### config.mk
export PLATFORM = sky130hd
export DESIGN_NAME = rps_game_ctrl_flat
export DESIGN_NICKNAME = d
export VERILOG_FILES = /design/src/rtl/rps_pkg.sv /design/src/rtl/rps_game_ctrl_if.sv /design/src/rtl/rps_hand_gen.sv /design/src/rtl/rps_game_ctrl.sv /design/src/flat_wrapper.sv
export SDC_FILE = /design/constraint.sdc
export NUM_CORES = 1
export LEC_CHECK = 0
export BUFFER_PORTS_ARGS = -buffer_cell sky130_fd_sc_hd__clkbuf_2
export CORE_MARGIN = 2
export CORE_UTILIZATION = 50
export CTS_CLUSTER_SIZE = 10
export DETAILED_ROUTE_END_ITERATION = 6
export GPL_TIMING_DRIVEN = 1
export PLACE_DENSITY = 0.71
export SLEW_MARGIN = 0
export SYNTH_ARGS = -nofsm -noshare
export SYNTH_HDL_FRONTEND = slang
export SYNTH_SLANG_ARGS = --single-unit
### constraint.sdc
create_clock -name clk -period 2.65 [get_ports clk]
set_input_delay 0.53 -clock clk [delete_from_list [all_inputs] [get_ports clk]]
set_output_delay 0.53 -clock clk [all_outputs]
set_load 0.01 [all_outputs]
### src/rtl/rps_pkg.sv
// rps_pkg: shared encodings for the rock-paper-scissors game sequencer.
//   state_e   : game phase (READY/COUNTDOWN/WAITING/RESULT), 2-bit encoded
//   HAND_*    : hand codes (NONE/ROCK/PAPER/SCISSORS)
//   RES_*     : outcome codes from the player's point of view
//   judge()   : outcome of a player hand against the computer hand
package rps_pkg;

  typedef enum logic [1:0] {
    ST_READY     = 2'b00,
    ST_COUNTDOWN = 2'b01,
    ST_WAITING   = 2'b10,
    ST_RESULT    = 2'b11
  } state_e;

  localparam logic [1:0] HAND_NONE     = 2'b00;
  localparam logic [1:0] HAND_ROCK     = 2'b01;
  localparam logic [1:0] HAND_PAPER    = 2'b10;
  localparam logic [1:0] HAND_SCISSORS = 2'b11;

  localparam logic [1:0] RES_NONE = 2'b00;
  localparam logic [1:0] RES_WIN  = 2'b01;
  localparam logic [1:0] RES_LOSE = 2'b10;
  localparam logic [1:0] RES_DRAW = 2'b11;

  // Both hands are expected to be non-NONE when this is called.
  function automatic logic [1:0] judge(input logic [1:0] player, input logic [1:0] com);
    logic [1:0] res;
    if (player == com) begin
      res = RES_DRAW;
    end else if ((player == HAND_ROCK     && com == HAND_SCISSORS) ||
                 (player == HAND_PAPER    && com == HAND_ROCK)     ||
                 (player == HAND_SCISSORS && com == HAND_PAPER)) begin
      res = RES_WIN;
    end else begin
      res = RES_LOSE;
    end
    return res;
  endfunction

endpackage

### src/rtl/rps_game_ctrl_if.sv
// rps_game_ctrl_if: player-side controls and sprite-select outputs of the game.
//   btn_start   start/rematch pulse          play_valid  player move strobe
//   play_sel    player move code             state       game phase
//   com_hand    computer hand                player_hand player hand
//   result      outcome                      cd_digit    countdown digit
//   wins/losses saturating score
// master: drives the buttons and observes the game; slave: the game controller.
interface rps_game_ctrl_if;
  logic       btn_start;
  logic       play_valid;
  logic [1:0] play_sel;
  logic [1:0] state;
  logic [1:0] com_hand;
  logic [1:0] player_hand;
  logic [1:0] result;
  logic [1:0] cd_digit;
  logic [3:0] wins;
  logic [3:0] losses;

  modport master (
    output btn_start, play_valid, play_sel,
    input  state, com_hand, player_hand, result, cd_digit, wins, losses
  );

  modport slave (
    input  btn_start, play_valid, play_sel,
    output state, com_hand, player_hand, result, cd_digit, wins, losses
  );
endinterface

### src/rtl/rps_hand_gen.sv
// rps_hand_gen: computer hand source, produces a non-NONE hand every cycle.
//   clk     system clock
//   rst     asynchronous active-low reset
//   hand_o  current computer hand candidate
// Build option RPS_LFSR_EN: 16-bit Fibonacci LFSR (taps 16,14,13,11, seed
// 16'hACE1), hand from lfsr[1:0]; otherwise a ROCK->PAPER->SCISSORS rotor.
module rps_hand_gen
  import rps_pkg::*;
(
  input  logic       clk,
  input  logic       rst,
  output logic [1:0] hand_o
);

`ifdef RPS_LFSR_EN
  logic [15:0] lfsr_q;
  logic        fb;

  assign fb = lfsr_q[15] ^ lfsr_q[13] ^ lfsr_q[12] ^ lfsr_q[10];

  always_ff @(posedge clk or negedge rst) begin
    if (!rst) lfsr_q <= 16'hACE1;
    else      lfsr_q <= {lfsr_q[14:0], fb};
  end

  // Code 11 folds onto ROCK so the output is never NONE.
  always_comb begin
    hand_o = HAND_ROCK;
    case (lfsr_q[1:0])
      2'b00:   hand_o = HAND_ROCK;
      2'b01:   hand_o = HAND_PAPER;
      2'b10:   hand_o = HAND_SCISSORS;
      default: hand_o = HAND_ROCK;
    endcase
  end
`else
  logic [1:0] hand_q;

  always_ff @(posedge clk or negedge rst) begin
    if (!rst) begin
      hand_q <= HAND_ROCK;
    end else begin
      case (hand_q)
        HAND_ROCK:  hand_q <= HAND_PAPER;
        HAND_PAPER: hand_q <= HAND_SCISSORS;
        default:    hand_q <= HAND_ROCK;
      endcase
    end
  end

  assign hand_o = hand_q;
`endif

endmodule

### src/rtl/rps_game_ctrl.sv
// rps_game_ctrl: rock-paper-scissors sequencer feeding the VGA address generator.
//   clk   system clock (100 MHz)
//   rst   asynchronous active-low reset
//   bus   rps_game_ctrl_if.slave: btn_start/play_valid/play_sel in;
//         state/com_hand/player_hand/result/cd_digit/wins/losses out (all registered)
// Build option RPS_LFSR_EN selects the computer hand source inside rps_hand_gen.
module rps_game_ctrl
  import rps_pkg::*;
#(
  parameter int unsigned CNT_W         = 29,
  parameter int unsigned CD_STEP       = 50_000_000,
  parameter int unsigned WAIT_CYCLES   = 200_000_000,
  parameter int unsigned RESULT_CYCLES = 250_000_000
) (
  input logic              clk,
  input logic              rst,
  rps_game_ctrl_if.slave   bus
);

  localparam logic [CNT_W-1:0] CD_2_AT   = CNT_W'(CD_STEP);
  localparam logic [CNT_W-1:0] CD_1_AT   = CNT_W'(2 * CD_STEP);
  localparam logic [CNT_W-1:0] CD_LAST   = CNT_W'(3 * CD_STEP - 1);
  localparam logic [CNT_W-1:0] WAIT_LAST = CNT_W'(WAIT_CYCLES - 1);
  localparam logic [CNT_W-1:0] RES_LAST  = CNT_W'(RESULT_CYCLES - 1);

  state_e           state_q, state_d;
  logic [CNT_W-1:0] timer_q, timer_d, timer_inc;
  logic [1:0]       cd_q, cd_d;
  logic [1:0]       com_q, com_d;
  logic [1:0]       player_q, player_d;
  logic [1:0]       result_q, result_d;
  logic [3:0]       wins_q, wins_d;
  logic [3:0]       losses_q, losses_d;
  logic [1:0]       outcome;
  logic [1:0]       gen_hand;
  logic             move_ok;

  rps_hand_gen u_hand_gen (
    .clk    (clk),
    .rst    (rst),
    .hand_o (gen_hand)
  );

  assign timer_inc = timer_q + 1'b1;
  assign move_ok   = bus.play_valid && (bus.play_sel != HAND_NONE);

  always_comb begin
    state_d  = state_q;
    timer_d  = timer_q;
    cd_d     = cd_q;
    com_d    = com_q;
    player_d = player_q;
    result_d = result_q;
    outcome  = RES_NONE;

    case (state_q)
      ST_READY: begin
        if (bus.btn_start) begin
          state_d  = ST_COUNTDOWN;
          timer_d  = '0;
          cd_d     = 2'd3;
          com_d    = HAND_NONE;
          player_d = HAND_NONE;
          result_d = RES_NONE;
        end
      end

      ST_COUNTDOWN: begin
        if (timer_q == CD_LAST) begin
          state_d = ST_WAITING;
          timer_d = '0;
          cd_d    = '0;
          com_d   = gen_hand;
        end else begin
          timer_d = timer_inc;
          // Digit is derived from the incremented count so it stays aligned
          // with the registered timer value.
          if (timer_inc < CD_2_AT)      cd_d = 2'd3;
          else if (timer_inc < CD_1_AT) cd_d = 2'd2;
          else                          cd_d = 2'd1;
        end
      end

      ST_WAITING: begin
        // A valid move takes priority over a simultaneous timeout.
        if (move_ok) begin
          state_d  = ST_RESULT;
          timer_d  = '0;
          player_d = bus.play_sel;
          outcome  = judge(bus.play_sel, com_q);
          result_d = outcome;
        end else if (timer_q == WAIT_LAST) begin
          state_d  = ST_RESULT;
          timer_d  = '0;
          player_d = HAND_NONE;
          outcome  = RES_LOSE;
          result_d = RES_LOSE;
        end else begin
          timer_d = timer_inc;
        end
      end

      ST_RESULT: begin
        if (bus.btn_start) begin
          state_d  = ST_COUNTDOWN;
          timer_d  = '0;
          cd_d     = 2'd3;
          com_d    = HAND_NONE;
          player_d = HAND_NONE;
          result_d = RES_NONE;
        end else if (timer_q == RES_LAST) begin
          state_d  = ST_READY;
          timer_d  = '0;
          com_d    = HAND_NONE;
          player_d = HAND_NONE;
          result_d = RES_NONE;
        end else begin
          timer_d = timer_inc;
        end
      end

      default: state_d = ST_READY;
    endcase

    wins_d   = wins_q;
    losses_d = losses_q;
    if (outcome == RES_WIN  && wins_q   != 4'hF) wins_d   = wins_q + 4'd1;
    if (outcome == RES_LOSE && losses_q != 4'hF) losses_d = losses_q + 4'd1;
  end

  always_ff @(posedge clk or negedge rst) begin
    if (!rst) begin
      state_q  <= ST_READY;
      timer_q  <= '0;
      cd_q     <= '0;
      com_q    <= HAND_NONE;
      player_q <= HAND_NONE;
      result_q <= RES_NONE;
      wins_q   <= '0;
      losses_q <= '0;
    end else begin
      state_q  <= state_d;
      timer_q  <= timer_d;
      cd_q     <= cd_d;
      com_q    <= com_d;
      player_q <= player_d;
      result_q <= result_d;
      wins_q   <= wins_d;
      losses_q <= losses_d;
    end
  end

  assign bus.state       = state_q;
  assign bus.com_hand    = com_q;
  assign bus.player_hand = player_q;
  assign bus.result      = result_q;
  assign bus.cd_digit    = cd_q;
  assign bus.wins        = wins_q;
  assign bus.losses      = losses_q;

endmodule

### src/flat_wrapper.sv
// flat-port wrapper written by rule: the top's interface ports become plain ports
module rps_game_ctrl_flat import rps_pkg::*;
#(
  parameter int unsigned CNT_W         = 29,
  parameter int unsigned CD_STEP       = 50_000_000,
  parameter int unsigned WAIT_CYCLES   = 200_000_000,
  parameter int unsigned RESULT_CYCLES = 250_000_000
)
  (clk, rst, bus_btn_start, bus_play_valid, bus_play_sel, bus_state, bus_com_hand, bus_player_hand, bus_result, bus_cd_digit, bus_wins, bus_losses);
  rps_game_ctrl_if bus_i ();
  input logic clk;
  input logic rst;
  input wire logic [$bits(bus_i.btn_start)-1:0] bus_btn_start;
  input wire logic [$bits(bus_i.play_valid)-1:0] bus_play_valid;
  input wire logic [$bits(bus_i.play_sel)-1:0] bus_play_sel;
  output wire logic [$bits(bus_i.state)-1:0] bus_state;
  output wire logic [$bits(bus_i.com_hand)-1:0] bus_com_hand;
  output wire logic [$bits(bus_i.player_hand)-1:0] bus_player_hand;
  output wire logic [$bits(bus_i.result)-1:0] bus_result;
  output wire logic [$bits(bus_i.cd_digit)-1:0] bus_cd_digit;
  output wire logic [$bits(bus_i.wins)-1:0] bus_wins;
  output wire logic [$bits(bus_i.losses)-1:0] bus_losses;
  assign bus_i.btn_start = bus_btn_start;
  assign bus_i.play_valid = bus_play_valid;
  assign bus_i.play_sel = bus_play_sel;
  assign bus_state = bus_i.state;
  assign bus_com_hand = bus_i.com_hand;
  assign bus_player_hand = bus_i.player_hand;
  assign bus_result = bus_i.result;
  assign bus_cd_digit = bus_i.cd_digit;
  assign bus_wins = bus_i.wins;
  assign bus_losses = bus_i.losses;
  rps_game_ctrl #(.CNT_W(CNT_W), .CD_STEP(CD_STEP), .WAIT_CYCLES(WAIT_CYCLES), .RESULT_CYCLES(RESULT_CYCLES)) u_core (.clk(clk), .rst(rst), .bus(bus_i));
endmodule
[Yosys cells after proc, flatten, opt, wreduce, memory -nomap -nowiden]
Index checks and enable logic that the tools add are counted.
W data, S select, Z words.
Cells by class
  muxes and demuxes: 35
  divide/modulo/power cells: 0
  eq/ne operators: 24
  $mul: 0
  add/sub/neg operators: 3
  magnitude comparators: 2
  reduce and logical (&&, ||, !) cells: 18
  shifts and indexed selects: 0
  bitwise logic cells: 0
Operators with widths (count)
  $mux W29: 6
  $pmux W29 S4: 1
  $eq A29 B28 Y1 const B: 3
  $mux W2: 22
  $add A29 B1 Y29 const B: 1
  $lt A29 B26 Y1 const B: 1
  $lt A29 B27 Y1 const B: 1
  $pmux W2 S3: 3
  $eq A2 B2 Y1 const B: 8
  $reduce_and A4 Y1: 3
  $eq A2 B1 Y1 const B: 5
  $add A4 B1 Y4 const B: 2
  $ne A4 B4 Y1 const B: 2
  $pmux W2 S2: 2
  $pmux W2 S4: 1
  $logic_and A1 B1 Y1: 6
  $reduce_bool A3 Y1: 2
  $ne A2 B1 Y1 const B: 2
  $reduce_bool A2 Y1: 2
  $ne A3 B1 Y1 const B: 1
  $ne A3 B2 Y1 const B: 1
  $eq A2 B2 Y1: 1
  $logic_not A2 Y1: 1
  $logic_or A1 B1 Y1: 2
  3 further kinds: 3
Word-level totals
  output and inout port bits: 18
  logic and storage cells: 91
  RAM bits: 0
  memories: 0
  input port bits: 6
  memory bits (read-only): 0
  bits in registers: 49
  latch bits: 0

[Depth between registers and ports, before layout]
Gate-level depths: netlist (run 1).
  word-level depth: 10
  depth in mapped cells: 11
  gate-level depth less buffers: 9

[Hierarchy]
A second synthesis (run 1) with hierarchy kept.
Second synthesis, totals
  cell total of the unflattened synthesis: 385
  area total of the unflattened synthesis: 3278.1 um2
Modules (own cells, without submodules)
  rps_game_ctrl: seq. area each 1176.1 um2, area each 3203.1 um2, instances 1, cells each 379
  rps_hand_gen: seq. area each 51.3 um2, area each 75.1 um2, instances 1, cells each 6

[Worst setup path after synthesis (run 1)]
Ideal clock, no wire load.
  path type: reg2reg
  start point: register u_core.timer_q[0]
  end point: register u_core.timer_q[21]
  path buffers: 2
  arrival: 2.418 ns
  required time: 2.538 ns
  clock period less this slack: 2.530 ns
  slack: 0.120 ns
  stages on the path, launching flop included: 10
  cells stage by stage: dfrtp_1 > ha_1 > and4_1 > and4_1 > a311oi_1 > a21oi_1 > a211o_1 > buf_2 > buf_2 > o41ai_1
Between the ends
  longest elaborated chain between the ends: 4
  elaborated cells on any way between the ends: 10
  classes of those cells: 1 x add/sub; 3 x eq/ne; 6 x mux
Ends and longest elaborated chain
  start: declaration: RTL line rps_game_ctrl.sv:27  | logic [CNT_W-1:0] timer_q, timer_d, timer_inc;
  start signal: assignment: RTL line rps_game_ctrl.sv:143  | timer_q <= timer_d;
  $add A29 B1 Y29, or another cell as far along: RTL line rps_game_ctrl.sv:44  | assign timer_inc = timer_q + 1'b1;
  $mux W29, on equally long branches: RTL line rps_game_ctrl.sv:111, rps_game_ctrl.sv:92
  $mux W29, on equally long branches: RTL line rps_game_ctrl.sv:104, rps_game_ctrl.sv:86
  $pmux W29 S4 (*): RTL line rps_game_ctrl.sv:56  | case (state_q)
Every way passes the cells marked *; elsewhere a longest branch is shown, timed or not.
A chain may end at the register's enable or synchronous reset.

[Final worst setup path (run 1)]
  start point: register u_core.timer_q[1]
  end point: register u_core.timer_q[21]
Same word-level chain as after synthesis.

==> flow_summary.yaml, run 1 <==
status:
  status: "complete, no violations"
final_layout:
  register_area_sq_mm: 0.001232
  syn2layout_area_growth_pct: 14.59
  final_core_util: 0.5904
  layout-drive-gt1-share: 0.2111
  insertedDiodeCount: 0
  multi_input_area_sq_mm: 0.002067
  num-fill-cells: 596
  final_nets: 465
synth:
  ys_warn_count: 0
  synth_commonest_cells: "nand2_1 (50), dfrtp_1 (48), o21ai_0 (47), nand3_1 (25), nor2_1 (18)"
  yosysUniqueCellTypes: 62
  synth_top_cell_area_share: 0.3451
  yosysSeqAreaShare: 0.3526
  synthFlopType: "dfrtp_1"
  yosysMostFrequentCell: "nand2_1"
  syn_area_sq_mm: 0.003481
  syn-mean-instance-area_sq_um: 8.490
  syn_nets: 426
  async_flop_share: 1.000
  synth_edf_count: 0
  yosys.area.top_type: "dfrtp_1"
  synthCells: 410
  ys_seq_elements: 49
  synthTopCellsByArea: "dfrtp_1 (35%), o21ai_0 (6.8%), nand2_1 (5.4%)"
route:
  dr.pass1.iters: 5
  viasPerCell: 6.292
  drc_errors: 0
  wl_per_cell_um: 16.58
  num_vias: 3335
  drt_iter0_markers: 321
  ant_nets: 0
  routed_wl_um: 8786
critical_path:
  worstPathRequired_ns: 2.84
  criticalPathCategory: "flop to flop"
  arrival_ns: 2.74
  cp_max_fo: 22
  rrSetupSlack_ns: 0.10
  cp-start-kind: "flop"
  worstSetupEndpointType: "flop"
timing:
  timing.final.crit_share: 0.9612
  finalMaxSlewViolations: 0
  fmax_mhz: 392.6
  slew_headroom: 0.7176
  layout_min_cycle_time_ns: 2.547
  fin_tns_setup_ns: 0
  tightest_slew_ns: 0.4236
  finalSetupViolCount: 0
  final.setup_skew_ns: 0.008708
  hold_viol_final: 0
grt:
  grt_max_degree: 32
  grt.total_usage: 0.2350
  grt_pass1_wl_um: 14320
  grt_overflow_total: 0
  grt_antenna_before_repair: 0
  grt_pass1_vias: 3020
pwr:
  peakVddDrop_mv: 0.3601
  power_uw: 2670
  powerDensity_mw_per_mm2: 669.3
  p_leak_uw: 0.001643
clock_tree:
  cts_hold_buf: 0
  cts-resized-gates: 0
  htreeDepth: 2
  clk_pin_slew_ns: 0.09
  cts_tree: "built"
  insertion_delay_ns: 0.31
  cts_made_buffers: 5
  postCtsSetupBuffers: 0
  cts_max_path_buffers: 2
  cts-root-buf: "clkbuf_8"
  cts_sinks: 49
place:
  portBuffers: 23
  gp_congestion: 0.9972
  hpwl_um: 6502
floorplan:
  dieWidth_um: 87.44
  die_height_um: 87.44
  core_area_sq_mm: 0.006756
  start_util: 0.5152
  pin_count: 24
  die_area_sq_mm: 0.007645
  rows: 30
hold_path:
  hp-class: "input port to asynchronous set/reset pin"
run:
  cap_violations: 0
[routing by layer]
metal	track usage	share of wire
met5	0	0
met4	0.06713	0.018
met3	0.03886	0.053
met2	0.3747	0.47
met1	0.3292	0.46
[cells by family after synthesis]
logic type,after synthesis,share of synthesized area
buffers and inverters,45,0.06650
xor gates and xnor gates,14,0.03523
AOI/OAI and AO/OA,117,0.2196
DFF,49,0.3526
muxes,5,0.01582
and+or+nand+nor,170,0.2743
adders and majority gates,10,0.03595
[critical path, stage by stage, from the launching register on]
cell	delay, ns
dfrtp_1	0.41
ha_1	0.21
buf_4	0.15
and3_1	0.23
and2_1	0.23
nand4_1	0.14
nand3_1	0.16
a211o_1	0.37
buf_12	0.18
o41ai_1	0.35
[path summary, 6_finish.rpt]
check | depth (start not counted) | endpoint | start
setup / recovery | 9 | u_core.timer_q[21] | u_core.timer_q[1]
hold / removal | 2 | u_core.timer_q[9] | rst
setup reg to reg | 9 | u_core.timer_q[21] | u_core.timer_q[1]
hold reg to reg | 2 | u_core.bus.player_hand[0] | u_core.bus.player_hand[0]
max in group asynchronous | 2 | u_core.u_hand_gen.hand_o[0] | rst
min in group clk | 2 | u_core.bus.player_hand[0] | u_core.bus.player_hand[0]
[report_power, final]
group / internal, uW / total (uW) / switching (uW)
clock network: 281 / 539 / 258
registers: 854 / 962 / 108
logic: 477 / 1170 / 692
[cell type report]
cell class	count	area share
inverter	17	0.01600
clock inverter	2	0.008783
multi-input combinational	316	0.5182
timing repair buffer	60	0.1048
sequential	49	0.3090
clock buffer	6	0.01819
tap	80	0.02509
[per-stage QoR]
step           cells  instance area (sq um)  hold slack [ns]  setup slack [ns]
5_1_grt          530                   3989           0.2139          -0.03654
2_1_floorplan    410                   3481           0.2344            0.1198
6_report         530                   3989           0.1885            0.1028
4_1_cts          530                   3939           0.2069           0.08386
3_3_place_gp     522                   3831           0.4661            0.1688
3_5_place_dp     522                   3831           0.4731            0.1123
[placed cells by master, fill, tap and decap left out, types with 11 or more instances in the layout]
cell      synthesis  layout
nand2_1          50      50
o21ai_0          47      46
dfrtp_1          48      44
buf_4             3      35
nand3_1          25      25
clkbuf_2          1      23
nor2_1           18      18
inv_1            17      17
o31ai_1          17      17
a21oi_1          12      12
xnor2_1          11      11
[flip-flops by register name, indices dropped and copies added (netlist names)]
| register | flops |
|---|---|
| u_core.bus.player_hand | 2 |
| u_core.bus.state | 2 |
| u_core.bus.com_hand | 2 |
| u_core.timer_q | 29 |
| u_core.bus.wins | 4 |
| u_core.bus.losses | 4 |
| u_core.bus.result | 2 |
| u_core.u_hand_gen.hand_o | 2 |
| u_core.bus.cd_digit | 2 |
(Power assumes the default switching activity.)
==> run 2: changes to the inputs <==
Clock period 2.65 ns to 2.04 ns, I/O delays scaled along.
==> run 2 against run 1 <==
  * The flow now finishes with violations (setup timing)
  * Final area up 40%
  * Global-route usage rose by 8.8 points
  * Routed wire length increased by 46%
  * Non-clock buffer count grew 104
  * Hold slack lost 0.14 ns
  * Sequential share of layout area is 8.7 points lower
  * First-iteration DRC count rose by 11%
==> flow_summary.yaml, run 2 (same netlist as run 1, synthesis figures left out) <==
status:
  status: "finished, violations left"
  violations: "setup timing"
final_layout:
  num-fill-cells: 352
  syn2layout_area_growth_pct: 60.03
  layout-drive-gt1-share: 0.5415
  final_cell_area_sq_mm: 0.005570
  regMostFlops: "u_core.timer_q"
  final_common_cell: "buf_4"
  insertedDiodeCount: 0
  final_nets: 569
  final_cells: 634
  mostFrequentLayoutCells: "buf_4 (120), nand2_1 (45), dfrtp_1 (43)"
  largest_register_ffs: 29
place:
  gp_congestion: 0.9269
  hpwl_um: 7540
  placed_cell_area_sq_mm: 0.004496
  place_inst: 597
  portBuffers: 23
clock_tree:
  cts_sinks: 49
  cts_hold_buf: 0
  cts-root-buf: "clkbuf_8"
  insertion_delay_ns: 0.32
  cts_max_path_buffers: 2
  clk_pin_slew_ns: 0.11
  cts_made_buffers: 5
  cts_tree: "built"
  htreeDepth: 2
grt:
  grt_pass1_wl_um: 19360
  grt.total_usage: 0.3227
  grt_max_degree: 22
  grt_overflow_total: 0
  grt_antenna_before_repair: 0
  grt_pass1_vias: 3932
floorplan:
  core_area_sq_mm: 0.006756
  start_util: 0.5152
  die_area_sq_mm: 0.007645
  pin_count: 24
  dieWidth_um: 87.44
  die_height_um: 87.44
  rows: 30
hold_path:
  hp-class: "input port to asynchronous set/reset pin"
timing:
  setup_slack_ns: -0.4551
  tightest_slew_ns: 0.6769
  final.setup_skew_ns: 0.01244
  fmax_mhz: 400.8
  rsz0062_at_grt: "true"
  timing.final.crit_share: 1.223
  finalSetupViolCount: 46
  layout_min_cycle_time_ns: 2.495
  hold_viol_final: 0
  finalMaxSlewViolations: 0
  slew_headroom: 0.5478
critical_path:
  cp_max_fo: 4
  critical_path.n_buffers_inverters: 5
  worstSetupEndpointType: "flop"
  crit_slowest_cell: "dfrtp_1"
  cp_cell_sequence: "buf_4, nor3b_1, and4_4, nand4_1, buf_4, buf_4, buf_4, buf_4, o21ai_0, a211oi_1, a21oi_1, o21ai_1"
  arrival_ns: 2.68
  cpMostUsedCell: "buf_4"
  slowest_delay_ns: 0.44
  cp_top_family: "simple AND/OR/NAND/NOR gates"
  criticalPathCategory: "flop to flop"
  worstPathRequired_ns: 2.23
  cp-start-kind: "flop"
route:
  drt_iter0_markers: 357
  viasPerCell: 6.303
  dr.pass1.iters: 5
  ant_nets: 0
  num_vias: 3996
  routed_wl_um: 12850
  drc_errors: 0
  wl_per_cell_um: 20.27
pwr:
  peakVddDrop_mv: 0.7332
  powerDensity_mw_per_mm2: 939.2
  p_leak_uw: 0.002399
run:
  cap_violations: 0
==> run 2: changes by cell type in the layout (fill, tap and decap cells not counted), moves of 10 or more <==
cell	delta
buf_6	+13
nand3_1	-10
o31ai_1	-10
buf_4	+85
o21ai_2	+25
o21ai_1	+10
o31ai_2	+10
o21ai_0	-36
==> run 2: final timing paths <==
path,endpoint,depth (start not counted),start,slack [ns]
max in group asynchronous,u_core.timer_q[7],2,rst,1.30
worst max-delay path,u_core.bus.cd_digit[0],12,u_core.timer_q[16],-0.46
min in group clk,u_core.bus.player_hand[1],3,bus_play_valid,0.40
worst min register to register,u_core.bus.result[1],2,u_core.bus.result[1],0.50
worst max register to register,u_core.bus.cd_digit[0],12,u_core.timer_q[16],-0.46
worst min-delay path,u_core.bus.player_hand[0],1,rst,0.05
==> run 2: cell type report <==
| type | instances | area, sq um | share of cell area |
|---|---|---|---|
| repair buffers | 164 | 1348 | 0.2419 |
| inverters | 17 | 63.81 | 0.01146 |
| clock inverters | 3 | 46.29 | 0.008311 |
| clock buffers | 5 | 68.82 | 0.01235 |
| well taps | 80 | 100.1 | 0.01797 |
| multi-input cells | 316 | 2710 | 0.4865 |
| flip-flops and latches | 49 | 1234 | 0.2215 |
==> run 2: metrics by stage <==
stage               TNS, ns  power, uW  hold slack [ns]  setup slack (ns)    util
floorplan            -5.439       2486           0.1124           -0.2973       -
global placement     -8.645       2946           0.4011           -0.3642  0.6654
detailed placement   -10.45       3028           0.4029           -0.4080  0.6654
CTS                  -6.131       4558          0.06121           -0.2443  0.7635
global route         -16.50       5452          0.08309           -0.5564  0.8244
finish               -12.86       5232          0.04584           -0.4551  0.8244
==> run 2: metal layers <==
| layer | track usage | vias up | routed length [um] | share of wire |
|---|---|---|---|---|
| li1 | - | 1806 | - | - |
| met1 | 0.3841 | 1940 | 5016 | 0.39 |
| met2 | 0.5689 | 193 | 6422 | 0.50 |
| met3 | 0.04834 | 57 | 830 | 0.065 |
| met4 | 0.1469 | 0 | 579 | 0.045 |
| met5 | 0 | - | 0 | 0 |
==> run 2: report_power, final <==
part	switching (uW)	internal, uW
combinational	1640	1570
sequential	164	1110
clock	385	368
==> run 2: timing repair <==
action                                  in CTS  in global routing
resized for setup                           83                 75
cloned                                       3                  2
endpoints found under the setup margin      47                 47
pin swaps                                   31                 31
endpoints found under the hold margin        0                  0
setup buffers                               20                  9
==> run 3: changes to the inputs <==
Settings changed: CORE_UTILIZATION 50 to 55, PLACE_DENSITY 0.71 to 0.76.
==> run 3 against run 2 <==
  * The flow finishes with violations (DRC, setup timing)
  * Routed wire length increased by 52%
  * Sequential power hardly changed
  * Via count increased by 26%
  * Hold slack better by 0.14 ns
  * Clock power is 16% lower
  * Global-route usage grew 2.7 points
  * Cell count is 0.32% lower
  * Final area increased by 0.36%
  * Total power rose by 5.4%
  * Count of clock-buffer cells in the layout rose by 1
  * Core utilization up 10 points
  * Critical path type unchanged
  * Highest routed layer unchanged
==> flow_summary.yaml, run 3 (same netlist as run 1, synthesis figures left out) <==
timing:
  finalSetupViolCount: 47
  fmax_mhz: 367.8
  rsz0062_at_grt: "true"
  hold_viol_final: 0
  finalMaxSlewViolations: 0
  fin_tns_setup_ns: -23.55
  slew_headroom: 0.5408
  setup_slack_ns: -0.6786
  final.setup_skew_ns: 0.008907
  tightest_slew_ns: 0.6888
  timing.final.crit_share: 1.333
  fin_hold_ws_ns: 0.1839
  layout_min_cycle_time_ns: 2.719
floorplan:
  core_area_sq_mm: 0.006026
  start_util: 0.5777
  dieWidth_um: 83.56
  pin_count: 24
  die_height_um: 83.56
  die_area_sq_mm: 0.006981
  rows: 28
route:
  dr.pass1.iters: 7
  drt_iter0_markers: 1253
  ant_nets: 0
  wl_per_cell_um: 30.84
  num_vias: 5036
  viasPerCell: 7.968
  drc_errors: 215
  routed_wl_um: 19490
final_layout:
  syn2layout_area_growth_pct: 60.60
  final_nets: 569
  final_cell_area_sq_mm: 0.005590
  num-fill-cells: 173
  layout-drive-gt1-share: 0.5415
  final_common_cell: "buf_4"
  regMostFlops: "u_core.timer_q"
  mostFrequentLayoutCells: "buf_4 (116), nand2_1 (43), dfrtp_1 (40)"
  final_cells: 632
  largest_register_ffs: 29
pwr:
  powerDensity_mw_per_mm2: 986.0
  p_leak_uw: 0.002419
  power_uw: 5512
  peakVddDrop_mv: 0.8646
grt:
  grt_max_degree: 50
  grt_pass1_vias: 3939
  grt_overflow_total: 0
  grt_antenna_before_repair: 1
  grt_pass1_wl_um: 19710
  grt.total_usage: 0.3496
status:
  violations: "DRC, setup timing"
  status: "finished, violations left"
run:
  cap_violations: 0
critical_path:
  criticalPathCategory: "flop to flop"
  worstPathRequired_ns: 2.23
  arrival_ns: 2.91
  cp-start-kind: "flop"
  cp_max_fo: 8
  worstSetupEndpointType: "flop"
clock_tree:
  htreeDepth: 2
  cts_made_buffers: 5
  cts_tree: "built"
  cts_max_path_buffers: 2
  cts_sinks: 49
  cts-root-buf: "clkbuf_8"
  clk_pin_slew_ns: 0.10
  cts_hold_buf: 0
  insertion_delay_ns: 0.32
place:
  gp_congestion: 0.9462
  portBuffers: 23
  placed_cell_area_sq_mm: 0.004420
  place_inst: 583
  hpwl_um: 7483
hold_path:
  hp-class: "input port to asynchronous set/reset pin"
## run 3: cell types whose count changed in the layout (fill, tap and decap cells not counted), sizes merged
cell	previous run	this run
clkinvlp	1	2
diode	0	3
bufinv	1	0
clkbuf	30	33
clkinv	1	0
buf	139	137
## run 3: repair_timing
action	in CTS	in global routing
gates resized for setup	55	109
buffers inserted	14	23
gates cloned	1	4
pin swaps	15	42
setup endpoints to repair	47	47
hold endpoints to repair	0	0
## run 3: metal layers
layer / vias up / global-route usage / wire, um
li1: 1818 / - / -
met1: 2268 / 0.4414 / 6198
met2: 657 / 0.5682 / 7944
met3: 293 / 0.07517 / 2934
met4: 0 / 0.1730 / 2416
met5: - / 0 / 0
## run 3: final timing paths
kind	from	endpoint	slack, ns	cells after the start
min in group clk	bus_play_valid	u_core.bus.player_hand[0]	0.42	3
worst max register to register	u_core.timer_q[15]	u_core.bus.cd_digit[0]	-0.68	10
worst max-delay path	u_core.timer_q[15]	u_core.bus.cd_digit[0]	-0.68	10
worst min-delay path	rst	u_core.timer_q[13]	0.18	2
max in group asynchronous	rst	u_core.timer_q[24]	1.33	2
worst min register to register	u_core.bus.losses[3]	u_core.bus.losses[3]	0.52	1
## run 3: metrics by stage
step	util	worst slack [ns]
after floorplan	-	-0.2973
after global placement	0.7336	-0.3542
final	0.9277	-0.6786
after global routing	0.9277	-0.9453
after CTS	0.8052	-0.3268
after detailed placement	0.7336	-0.4636
## run 3: critical path, stage by stage (launching register included)
cell	delay (ns)
dfrtp_2	0.54
nand4_1	0.16
buf_4	0.18
nor4_4	0.32
buf_4	0.19
nor2b_4	0.15
o32ai_1	0.13
o211ai_1	0.25
o2111ai_2	0.21
a211oi_2	0.33
o21ai_1	0.13
## run 3: report_power, final
group	switching (uW)	total [uW]	leakage (uW)	internal (uW)
sequential	186	1290	0.000635	1110
clock	389	632	0.0000374	243
combinational	2000	3590	0.00175	1590
total	2570	5510	0.00242	2940
## run 3: cell type report
| class | count | area, sq um | share of cell area |
|---|---|---|---|
| Tap cell | 75 | 93.84 | 0.01679 |
| Sequential cell | 49 | 1237 | 0.2214 |
| Inverter | 17 | 63.81 | 0.01141 |
| Timing Repair Buffer | 164 | 1358 | 0.2428 |
| Antenna cell | 3 | 7.507 | 0.001343 |
| Clock buffer | 6 | 72.57 | 0.01298 |
| Clock inverter | 2 | 15.01 | 0.002686 |
| Multi-Input combinational cell | 316 | 2743 | 0.4906 |
